`src/rtl/display_pkg.sv`:
```
// Shared types and constants for the seven-segment display path.
// lzb_eligible() is only referenced when DIGIT_SCAN_LZB_EN is defined.
package display_pkg;

    localparam int unsigned NUM_DIGITS = 4;
    localparam logic [NUM_DIGITS-1:0] AN_OFF = 4'b1111;

    typedef enum logic [1:0] {
        StIdle,
        StBlank,
        StDrive
    } scan_state_e;

    // Digit k (k > 0) may light only if some nibble from k upward is non-zero.
    function automatic logic [NUM_DIGITS-1:0] lzb_eligible(input logic [15:0] v);
        logic [NUM_DIGITS-1:0] elig;
        elig[0] = 1'b1;
        elig[1] = (v[15:4] != 12'h000);
        elig[2] = (v[15:8] != 8'h00);
        elig[3] = (v[15:12] != 4'h0);
        return elig;
    endfunction

endpackage

```
`src/rtl/digit_scan_ctrl_if.sv`:
```
// Producer-facing bus of the digit scan controller: value/enable controls
// in, registered digit select, anodes, nibble and frame pulse out.
interface digit_scan_ctrl_if;
    logic        enable;
    logic [15:0] value;
    logic        value_load;
    logic [3:0]  digit_en;
    logic [3:0]  sel;
    logic [3:0]  an;
    logic [3:0]  nibble;
    logic        frame_done;

    modport master (
        output enable, value, value_load, digit_en,
        input  sel, an, nibble, frame_done
    );

    modport slave (
        input  enable, value, value_load, digit_en,
        output sel, an, nibble, frame_done
    );
endinterface

```
`src/rtl/digit_scan_ctrl_selector.sv`:
```
// Existing nibble mux: picks the nibble of N addressed by one-hot sel.
module Selector (
    input  logic [15:0] N,
    input  logic [3:0]  sel,
    output logic [3:0]  H
);
    always_comb begin
        H = 4'h0;
        unique case (sel)
            4'b0001: H = N[3:0];
            4'b0010: H = N[7:4];
            4'b0100: H = N[11:8];
            4'b1000: H = N[15:12];
            default: H = 4'h0;
        endcase
    end
endmodule

```
`src/rtl/digit_scan_ctrl.sv`:
```
// Four-digit seven-segment scan controller with dead time and frame-aligned
// value updates. Define DIGIT_SCAN_LZB_EN to enable leading-zero blanking.
module digit_scan_ctrl
    import display_pkg::*;
#(
    parameter int unsigned SCAN_DIV     = 100000,
    parameter int unsigned BLANK_CYCLES = 1000
) (
    input logic              clk,
    input logic              rst_n,
    digit_scan_ctrl_if.slave bus
);
    localparam int unsigned CntW = $clog2(SCAN_DIV);
    localparam logic [CntW-1:0] SlotLast  = CntW'(SCAN_DIV - 1);
    localparam logic [CntW-1:0] BlankLast = CntW'(BLANK_CYCLES - 1);

    scan_state_e state_q, state_d;
    logic [CntW-1:0] slot_cnt_q, slot_cnt_d;
    logic [1:0] idx_q, idx_d;
    logic [NUM_DIGITS-1:0] sel_q, sel_d, an_q, an_d, lit;
    logic frame_done_q, frame_end;
    logic [15:0] pending_q, shadow_q;
    logic pend_vld_q;
    logic [3:0] nibble;

    assign frame_end = bus.enable && (state_q == StDrive) && (slot_cnt_q == SlotLast)
                       && (idx_q == 2'd3);

`ifdef DIGIT_SCAN_LZB_EN
    assign lit = bus.digit_en & lzb_eligible(shadow_q);
`else
    assign lit = bus.digit_en;
`endif

    always_ff @(posedge clk or negedge rst_n) begin
        if (!rst_n) begin
            state_q    <= StIdle;
            slot_cnt_q <= '0;
            idx_q      <= 2'd0;
        end else begin
            state_q    <= state_d;
            slot_cnt_q <= slot_cnt_d;
            idx_q      <= idx_d;
        end
    end

    always_comb begin
        state_d    = state_q;
        slot_cnt_d = slot_cnt_q;
        idx_d      = idx_q;
        if (!bus.enable) begin
            state_d    = StIdle;
            slot_cnt_d = '0;
            idx_d      = 2'd0;
        end else begin
            unique case (state_q)
                StIdle: begin
                    state_d    = StBlank;
                    slot_cnt_d = '0;
                    idx_d      = 2'd0;
                end
                StBlank: begin
                    slot_cnt_d = slot_cnt_q + CntW'(1);
                    if (slot_cnt_q == BlankLast) state_d = StDrive;
                end
                StDrive: begin
                    if (slot_cnt_q == SlotLast) begin
                        state_d    = StBlank;
                        slot_cnt_d = '0;
                        idx_d      = idx_q + 2'd1;
                    end else begin
                        slot_cnt_d = slot_cnt_q + CntW'(1);
                    end
                end
                default: begin
                    state_d    = StIdle;
                    slot_cnt_d = '0;
                    idx_d      = 2'd0;
                end
            endcase
        end
    end

    // Outputs are computed from the next state so the registers line up with it.
    always_comb begin
        an_d = AN_OFF;
        if (state_d == StDrive && lit[idx_d]) an_d[idx_d] = 1'b0;
        sel_d = 4'b0001 << idx_d;
    end

    always_ff @(posedge clk or negedge rst_n) begin
        if (!rst_n) begin
            sel_q        <= 4'b0001;
            an_q         <= AN_OFF;
            frame_done_q <= 1'b0;
        end else begin
            sel_q        <= sel_d;
            an_q         <= an_d;
            frame_done_q <= frame_end;
        end
    end

    always_ff @(posedge clk or negedge rst_n) begin
        if (!rst_n) begin
            pending_q  <= 16'h0000;
            pend_vld_q <= 1'b0;
            shadow_q   <= 16'h0000;
        end else if (state_q == StIdle) begin
            if (bus.value_load) shadow_q <= bus.value;
        end else if (frame_end) begin
            // A load landing on the frame-end cycle bypasses pending.
            if (bus.value_load) shadow_q <= bus.value;
            else if (pend_vld_q) shadow_q <= pending_q;
            pend_vld_q <= 1'b0;
        end else if (bus.value_load) begin
            pending_q  <= bus.value;
            pend_vld_q <= 1'b1;
        end
    end

    Selector u_selector (
        .N  (shadow_q),
        .sel(sel_q),
        .H  (nibble)
    );

    assign bus.sel        = sel_q;
    assign bus.an         = an_q;
    assign bus.nibble     = nibble;
    assign bus.frame_done = frame_done_q;

endmodule

```
`src/flat_wrapper.sv`:
```
// flat-port wrapper written by rule: the top's interface ports become plain ports
module digit_scan_ctrl_flat import display_pkg::*;
#(
    parameter int unsigned SCAN_DIV     = 100000,
    parameter int unsigned BLANK_CYCLES = 1000
)
  (clk, rst_n, bus_enable, bus_value, bus_value_load, bus_digit_en, bus_sel, bus_an, bus_nibble, bus_frame_done);
  digit_scan_ctrl_if bus_i ();
  input logic clk;
  input logic rst_n;
  input wire logic [$bits(bus_i.enable)-1:0] bus_enable;
  input wire logic [$bits(bus_i.value)-1:0] bus_value;
  input wire logic [$bits(bus_i.value_load)-1:0] bus_value_load;
  input wire logic [$bits(bus_i.digit_en)-1:0] bus_digit_en;
  output wire logic [$bits(bus_i.sel)-1:0] bus_sel;
  output wire logic [$bits(bus_i.an)-1:0] bus_an;
  output wire logic [$bits(bus_i.nibble)-1:0] bus_nibble;
  output wire logic [$bits(bus_i.frame_done)-1:0] bus_frame_done;
  assign bus_i.enable = bus_enable;
  assign bus_i.value = bus_value;
  assign bus_i.value_load = bus_value_load;
  assign bus_i.digit_en = bus_digit_en;
  assign bus_sel = bus_i.sel;
  assign bus_an = bus_i.an;
  assign bus_nibble = bus_i.nibble;
  assign bus_frame_done = bus_i.frame_done;
  digit_scan_ctrl #(.SCAN_DIV(SCAN_DIV), .BLANK_CYCLES(BLANK_CYCLES)) u_core (.clk(clk), .rst_n(rst_n), .bus(bus_i));
endmodule
```
`config.mk`:
```
export PLATFORM = sky130hd
export DESIGN_NAME = digit_scan_ctrl_flat
export DESIGN_NICKNAME = d
export VERILOG_FILES = /design/src/rtl/display_pkg.sv /design/src/rtl/digit_scan_ctrl_if.sv /design/src/rtl/digit_scan_ctrl_selector.sv /design/src/rtl/digit_scan_ctrl.sv /design/src/flat_wrapper.sv
export SDC_FILE = /design/constraint.sdc
export NUM_CORES = 1
export LEC_CHECK = 0
export CAP_MARGIN = 5
export CORE_MARGIN = 8
export CORE_UTILIZATION = 50
export DETAILED_ROUTE_END_ITERATION = 16
export PLACE_DENSITY = 0.86
export SETUP_SLACK_MARGIN = 0.1
export SLEW_MARGIN = 20
export SYNTH_ARGS = -nofsm -noshare
export SYNTH_HDL_FRONTEND = slang
export SYNTH_HIERARCHICAL = 1
export SYNTH_SLANG_ARGS = --single-unit
```
`constraint.sdc`:
```
create_clock -name clk -period 2.2 [get_ports clk]
set_clock_uncertainty 0.05 [all_clocks]
set_input_delay 0.66 -clock clk [delete_from_list [all_inputs] [get_ports clk]]
set_output_delay 0.66 -clock clk [all_outputs]
set_load 0.03 [all_outputs]
```
==> impl_metrics.csv, run 1 <==
group,metric,value,unit
status,outcome,"complete, but fails checks",
status,failed_checks,"setup timing",
pwr,pwr_density_cell,690,nW/um2
logic_synthesis,ys.flop_type,"dfrtp_1",
critical_path,r2r-start,"u_core/slot_cnt_q[11]",
routing,postRouteWirelength,7590,um
final_layout,n_fill_cell,433,
cts,h-tree-depth,3,
die,ios,37,
critical_path,cp_cell_sequence,"nor2b_4 -> a22o_1 -> a221o_2 -> buf_6",
pwr,share_comb_of_total_power,19.3,%
global_routing,grt_first_pass_wirelength,11300,um
logic_synthesis,synth_seq_cells,63,
final_layout,multi_input_area,1700,um2
worst_hold_path,holdCritPathClass,"in2async",
pwr,p_leak,1.84,nW
die,start_util,50.6,%
cts,cts_tree,"done",
pwr,vdd.ir_drop.worst,438,uV
die,fp.dieW,95.5,um
critical_path,cp-start-kind,"flop",
sta,rsz0062_at_grt,"true",
routing,num_vias,2348,
critical_path,reg2reg_setup_slack,0.02,ns
critical_path,path_class,"reg2out",
sta,worst_slack,-0.265,ns
sta,slew_headroom,69.7,%
cts,clock-sinks,63,
sta,fin_crit,2.46,ns
die,die_area,9120,um2
sta,setup-tns-final,-0.921,ns
critical_path,critPathMaxFanout,4,
global_routing,grt_pass1_vias,2377,
logic_synthesis,yosysSeqAreaShare,50.1,%
die,die_height,95.5,um
pwr,total_power,2.93,mW
cts,clockRootBuffer,"clkbuf_8",
global_routing,track_usage,16.1,%
logic_synthesis,synth-edff-count,0,
logic_synthesis,syn_avg_cell_area,12.1,um2
pwr,p_clk_share,33.8,%
final_layout,diodes,0,
logic_synthesis,synth.most_common_cell,"dfrtp_1",
critical_path,cp.required,1.49,ns
logic_synthesis,async_flop_share,100,%
logic_synthesis,synth_top_area_share,45.9,%
die,core,6240,um2
sta,final_max_slew_viol_count,0,
final_layout,seqCellArea,1590,um2
place,preCtsSetupSlack,-0.170,ns
sta,finalSetupViolations,4,
final_layout,syn2layout_area_growth,34.3,%
place,io_buffers,36,
global_routing,overflow,0,
sta,post-route-period-util,112,%
place,gp_congestion,0.878,
pwr,switching_power,770,uW
logic_synthesis,synth_cells,261,
logic_synthesis,yosysUniqueCellTypes,47,
logic_synthesis,yosys-top-cells-area,"dfrtp_1 (46%), mux2_2 (14%), mux2_4 (4.8%), dfstp_2 (4.2%), nor2_1 (3.0%)",
routing,wire_per_inst,18.4,um
sta,finalHoldViolCount,0,
logic_synthesis,synth_commonest_cells,"dfrtp_1 (58), mux2_2 (38), nor2_1 (25), nand3_1 (13)",
final_layout,final_area,4240,um2
routing,drt_iter0_markers,92,
logic_synthesis,synth_nets,291,
final_layout,drive_above_1_share,39.4,%
critical_path,reg2reg_to,"u_core/shadow_q[15]",
final_layout,nNetsFinal,360,
pwr,internal_power,2.16,mW
routing,ant_nets,0,
global_routing,grt_antenna_before_repair,0,
critical_path,r2r_cells,6,
critical_path,endpoint_kind,"primary output",
routing,viasPerCell,5.70,
cts,clock_path_buffers,2,
logic_synthesis,syn_area,3160,um2
cts,holdBufCountCts,0,
routing,drcViolationCount,0,
routing,dr.pass1.iters,4,
place,placed_area,3760,um2
die,std_cell_rows,29,
flow_run,cap_violations,0,
pwr,p_sw_share,26.3,%
logic_synthesis,yosysWarningCount,6,
cts,clk_latency,0.35,ns
critical_path,slowest_stage,"dfstp_2",
critical_path,critPathLaunch,"u_core/bus.sel[0]",
global_routing,grt_max_degree,64,
sta,fmax,406,MHz
logic_synthesis,yosysTopAreaCell,"dfrtp_1",
pwr,seqPwrFrac,46.9,%
critical_path,cp_data_arrival_time,1.75,ns
cts,cts_made_buffers,9,
cts,cts.reportedPaths.clkPinSlew,0.07,ns
sta,whs,0.256,ns
critical_path,slowest_delay,0.61,ns
sta,tightestPinTransition,0.451,ns
place,hpwlAfterDp,4640,um
## state kept, by name, indices dropped and copies added, names as in the netlist
signal                 count
u_core/bus.frame_done      1
u_core/bus.sel             4
u_core/pending_q          16
u_core/idx_q               2
u_core/shadow_q           16
u_core/state_q             2
u_core/pend_vld_q          1
u_core/slot_cnt_q         17
u_core/bus.an              4
## metrics by stage
step	std cells	utilization (%)
2_1_floorplan	261	-
3_3_place_gp	385	60.3
3_5_place_dp	385	60.3
4_1_cts	407	64.9
5_1_grt	412	68.0
6_report	412	68.0
## metal layers
layer / GRT usage, % / vias to the layer above / share of wire [%]
li1: - / 1088 / -
met1: 18.9 / 1194 / 42
met2: 26.6 / 54 / 53
met3: 3.62 / 12 / 4.5
met4: 9.48 / 0 / 1.4
met5: 0 / - / 0
## kinds of logic after synthesis
family                     after synthesis  synth area share (%)
AOI/OAI and AO/OA                       25                  6.49
xor gates and xnor gates                15                  4.16
adders and majority gates                6                  2.38
buffers and inverters                   16                  2.57
DFF                                     63                  50.1
muxes                                   48                  18.3
and+or+nand+nor                         88                  16.0
## worst max-delay path: cells and delay by family, from the launching register on
| family | cells | cell delay (ns) |
|---|---|---|
| flip-flops | 1 | 0.61 |
| AO/OA/AOI/OAI | 2 | 0.59 |
| buffers and inverters | 1 | 0.14 |
| AND/OR/NAND/NOR | 1 | 0.07 |
## final cells by class
class,count,share of cell area (%)
Clock buffer,10,3.01
Tap cell,77,2.27
Sequential cell,63,37.4
Inverter,10,0.884
Clock inverter,6,1.44
Timing Repair Buffer,64,15.1
Multi-Input combinational cell,182,39.9
## worst max-delay path by stage
stage	end	slack [ns]	cells after the start
detailed placement	u_core/shadow_q[10]	-0.17	6
global route	bus_nibble[0]	-0.32	4
floorplan	bus_nibble[0]	0.09	3
finish	bus_nibble[0]	-0.26	4
global placement	u_core/shadow_q[4]	-0.14	6
CTS	bus_nibble[0]	-0.28	4
## power groups by stage
stage | Sequential, mW | Clock [mW] | Combinational [mW]
2_1_floorplan | 1.36 | 0 | 0.327
4_1_cts | 1.36 | 1.00 | 0.495
3_5_place_dp | 1.38 | 0 | 0.476
6_report | 1.38 | 0.991 | 0.564
5_1_grt | 1.39 | 1.06 | 0.598
3_3_place_gp | 1.37 | 0 | 0.462
## repair_timing
| action | 4_1_cts | 5_1_grt |
|---|---|---|
| pin swaps | 5 | 14 |
| endpoints found under the setup margin | 23 | 22 |
| buffers inserted | 6 | 4 |
| resized for setup | 25 | 34 |
| cloned | 0 | 1 |
## layout by cell type (no fill, tap or decap), drive strengths merged, types with 4 or more instances in the layout
master	synthesis	final
nor2b	4	4
clkdlybuf4s50	0	23
nor4	5	5
a21oi	4	4
xor2	8	8
xnor2	7	7
and4	5	5
dfstp	5	5
nand2	11	11
nor3	6	6
clkbuf	3	11
clkinv	0	4
inv	10	10
mux2	48	48
dlygate4sd2	0	7
a221o	4	4
nand4	5	5
dfrtp	58	58
buf	3	33
nand3	13	13
nor2	25	25
ha	6	6
Note: power is estimated with default switching activity, not from simulation.
==> run 2, diff against run 1 <==
--- a/config.mk
+++ b/config.mk
@@ -9,6 +9,7 @@
 export CORE_MARGIN = 8
 export CORE_UTILIZATION = 50
 export DETAILED_ROUTE_END_ITERATION = 16
+export GPL_ROUTABILITY_DRIVEN = 0
 export PLACE_DENSITY = 0.86
 export SETUP_SLACK_MARGIN = 0.1
 export SLEW_MARGIN = 20
==> results of run 2 <==
Same layout as run 1: the final DEF is identical, and so are final timing and power.
